### config.mk
export PLATFORM = sky130hd
export DESIGN_NAME = adder_golden
export DESIGN_NICKNAME = d
export VERILOG_FILES = /design/src/rtl/adder_resp_checker_pkg.sv /design/src/rtl/adder_resp_checker_golden.sv
export SDC_FILE = /design/constraint.sdc
export NUM_CORES = 1
export LEC_CHECK = 0
export ABC_AREA = 1
export CELL_PAD_IN_SITES_DETAIL_PLACEMENT = 1
export CELL_PAD_IN_SITES_GLOBAL_PLACEMENT = 1
export CORE_AREA = 10 10 47 49
export DETAILED_ROUTE_END_ITERATION = 12
export DIE_AREA = 0 0 57 59
export PLACE_DENSITY = 0.62
export SYNTH_ARGS = -nofsm -noshare
export SYNTH_HDL_FRONTEND = slang
export SYNTH_SLANG_ARGS = --single-unit
### constraint.sdc
create_clock -name vclk -period 1.6
set_input_delay 0.32 -clock vclk [all_inputs]
set_output_delay 0.32 -clock vclk [all_outputs]
set_load 0.05 [all_outputs]
### src/rtl/adder_resp_checker_pkg.sv
// adder_chk_pkg: shared definitions for the adder response checker.
//   - state_t         : checker FSM encoding (IDLE / SETTLE / CHECK)
//   - DEF_WIDTH       : default operand width of the adder family
//   - golden_sum()    : reference a+b+ci at DEF_WIDTH+1 bits, carry in the MSB
package adder_chk_pkg;

    localparam int DEF_WIDTH = 4;

    typedef enum logic [1:0] {
        ST_IDLE   = 2'd0,
        ST_SETTLE = 2'd1,
        ST_CHECK  = 2'd2
    } state_t;

    // Operands are zero-extended so the carry-out lands in the result MSB.
    function automatic logic [DEF_WIDTH:0] golden_sum(
        input logic [DEF_WIDTH-1:0] a,
        input logic [DEF_WIDTH-1:0] b,
        input logic                 ci
    );
        return {1'b0, a} + {1'b0, b} + {{DEF_WIDTH{1'b0}}, ci};
    endfunction

endpackage

### src/rtl/adder_resp_checker_golden.sv
// adder_golden: combinational WIDTH-bit reference adder with carry.
//   a, b   : operands
//   ci     : carry-in
//   sum_co : {carry-out, sum}, WIDTH+1 bits
module adder_golden #(
    parameter int WIDTH = adder_chk_pkg::DEF_WIDTH
) (
    input  logic [WIDTH-1:0] a,
    input  logic [WIDTH-1:0] b,
    input  logic             ci,
    output logic [WIDTH:0]   sum_co
);
    assign sum_co = {1'b0, a} + {1'b0, b} + {{WIDTH{1'b0}}, ci};
endmodule

==> summary.md <==
| Metric | Value |
|---|---|
| Layout cells sized above 1 | `0.6136` |
| Post-route DRC violation count | `0` |
| Worst hold stages | `3` |
| Overall routed net length | `636 microns` |
| Clock buffer cells | `0` |
| CP Launch Type | `input pin` |
| Synth warn | `0` |
| Sequential cell count | `0` |
| Worst vdd ir | `0.2439 mV` |
| Seq/Total Area, Yosys | `0` |
| Mapped cell area | `165.2 sq um` |
| Met3 routed WL | `69 microns` |
| Max-slew headroom | `0.8931` |
| WL/cell | `10.60 microns` |
| Sequential cell area | `0 sq um` |
| Synth unique cells | `9` |
| Setup Viol. Count Final | `4` |
| Fmax | `540.5 MHz` |
| Area delta synth->final | `197.0%` |
| Fillcell total | `166` |
| Routed wl met2 | `268 microns` |
| Vias in the first global route | `239` |
| Fin worst setup slack | `-0.2501 ns` |
| Syn_area_per_cell | `6.606 sq um` |
| Dpl ws | `-0.6462 ns` |
| Outcome | `complete, but fails checks` |
| RSZ-0062 raised after global routing | `true` |
| Grt total ovfl | `0` |
| GPL Wtd Cong | `0.6637` |
| ANT cells | `0` |
| Max-slew violations | `0` |
| Cell Rows | `14` |
| Tot GR Track Use | `0.03497` |
| Initial Utilization | `0.1179` |
| Cell area power density | `622.4 mW/mm^2` |
| Port-buffer cells | `14` |
| Die Wd | `57 microns` |
| Power Total | `0.3053 mW` |
| Top Metal Used | `met3` |
| Final worst-path cycle share | `1.156` |
| Met1 WL | `298 microns` |
| Pin count of the biggest net entering global routing | `6` |
| HPWL after DPL | `523.3 microns` |
| Die Span Y | `59 microns` |
| Hold_sp | `ci` |
| Worst Hold End | `sum_co[0]` |
| Max cap viols | `0` |
| CP Max Fanout | `2` |
| Final period demand of the worst path | `1.850 ns` |
| Pre-Repair DR Iteration Count | `1` |
| Synth Instances | `25` |
| Initial antenna violation count | `0` |
| WP data required | `1.28 ns` |
| HP Class | `in -> out` |
| Global-route wire length before repair | `1048 microns` |
| Core area | `0.001401 sq mm` |
| Slew @ Worst Pin | `0.1600 ns` |
| Finished Cell Area | `490.5 sq um` |
| Final Net Count | `60` |
| Multi-input gate area | `222.7 sq um` |
| P_leak | `0.2177 nW` |
| Die ar. | `0.003363 sq mm` |
| Via count | `234` |
| Net Count, Synth | `39` |
| WS Path Type | `in -> out` |
| Num ports | `14` |
| Final Hold Vio Count | `0` |
| Failing checks | `setup timing` |
| Iter 0 DRT Violations | `0` |
| Worst Path Arrival | `1.53 ns` |
| DP Area | `444.2 sq um` |
| Nature of the critical path endpoint | `output port` |
| DR vias/cell | `3.900` |
| Final antenna-violating net count | `0` |
[worst max-delay path by stage]
stage / from / endpoint / slack, ns / depth (start not counted)
after floorplan: a[0] / sum_co[1] / -0.15 / 4
after global placement: a[0] / sum_co[1] / -0.63 / 6
after detailed placement: a[0] / sum_co[1] / -0.65 / 6
after CTS: ci / sum_co[1] / -0.26 / 6
after global routing: ci / sum_co[1] / -0.29 / 6
final: ci / sum_co[1] / -0.25 / 6
[what timing repair did]
action,in CTS,in global routing
buffers inserted,0,1
pin swaps,6,2
hold buffers,0,0
gates resized for setup,25,5
endpoints found under the setup margin,5,4
[worst max-delay path: stages]
cell and delay [ns]:
buf_6 0.09, fa_2 0.39, inv_2 0.06, fa_2 0.44, clkinvlp_4 0.09, buf_12 0.13
[cell usage after synthesis]
library cell | instances | share of area
ha_1 | 3 | 0.23
xnor2_1 | 1 | 0.053
nand2_1 | 5 | 0.11
o21ai_0 | 1 | 0.030
inv_1 | 7 | 0.16
nor2_1 | 1 | 0.023
nand3_1 | 3 | 0.091
a21oi_1 | 2 | 0.061
fa_1 | 2 | 0.24
[report_power, final]
part | internal (mW) | leakage, nW | switching (mW)
logic | 0.155 | 0.218 | 0.151
registers | 0 | 0 | 0
clock network | 0 | 0 | 0
[kinds of logic (layout without fill, tap and decap cells)]
group	count (synthesis)	in the layout	synth area share
AO/OA/AOI/OAI	3	3	0.09088
XOR/XNOR	1	1	0.05304
adder cells (fa/ha/maj)	5	5	0.4697
buffers and inverters	7	26	0.1591
AND/OR/NAND/NOR	9	9	0.2272
[layer usage]
layer / global-route usage / vias to the layer above
li1: - / 116
met1: 0.04858 / 105
met2: 0.05271 / 13
met3: 0.01288 / 0
met4: 0 / 0
met5: 0 / -
[metrics by stage]
step	cells	hold slack (ns)	setup TNS, ns	utilization
3_5_place_dp	59	1.490	-2.501	0.3170
6_report	60	1.073	-0.6834	0.3500
3_3_place_gp	59	1.481	-2.444	0.3170
2_1_floorplan	25	0.9585	-0.2791	-
5_1_grt	60	1.085	-0.8786	0.3500
4_1_cts	59	1.077	-0.6659	0.3366
[cell type report]
| class | instances | area share |
|---|---|---|
| inverters | 7 | 0.06122 |
| well taps | 16 | 0.04082 |
| multi-input cells | 18 | 0.4541 |
| repair buffers | 19 | 0.4439 |
[placed cells by master (no fill, tap or decap), drive strengths merged]
cell type	Yosys	layout
clkinvlp	0	1
fa	2	2
inv	7	6
buf	0	13
nor2	1	1
o21ai	1	1
nand2	5	5
ha	3	3
xnor2	1	1
a21oi	2	2
nand3	3	3
dlygate4sd2	0	4
clkdlybuf4s15	0	2
Note: power is estimated with default switching activity, not from simulation.
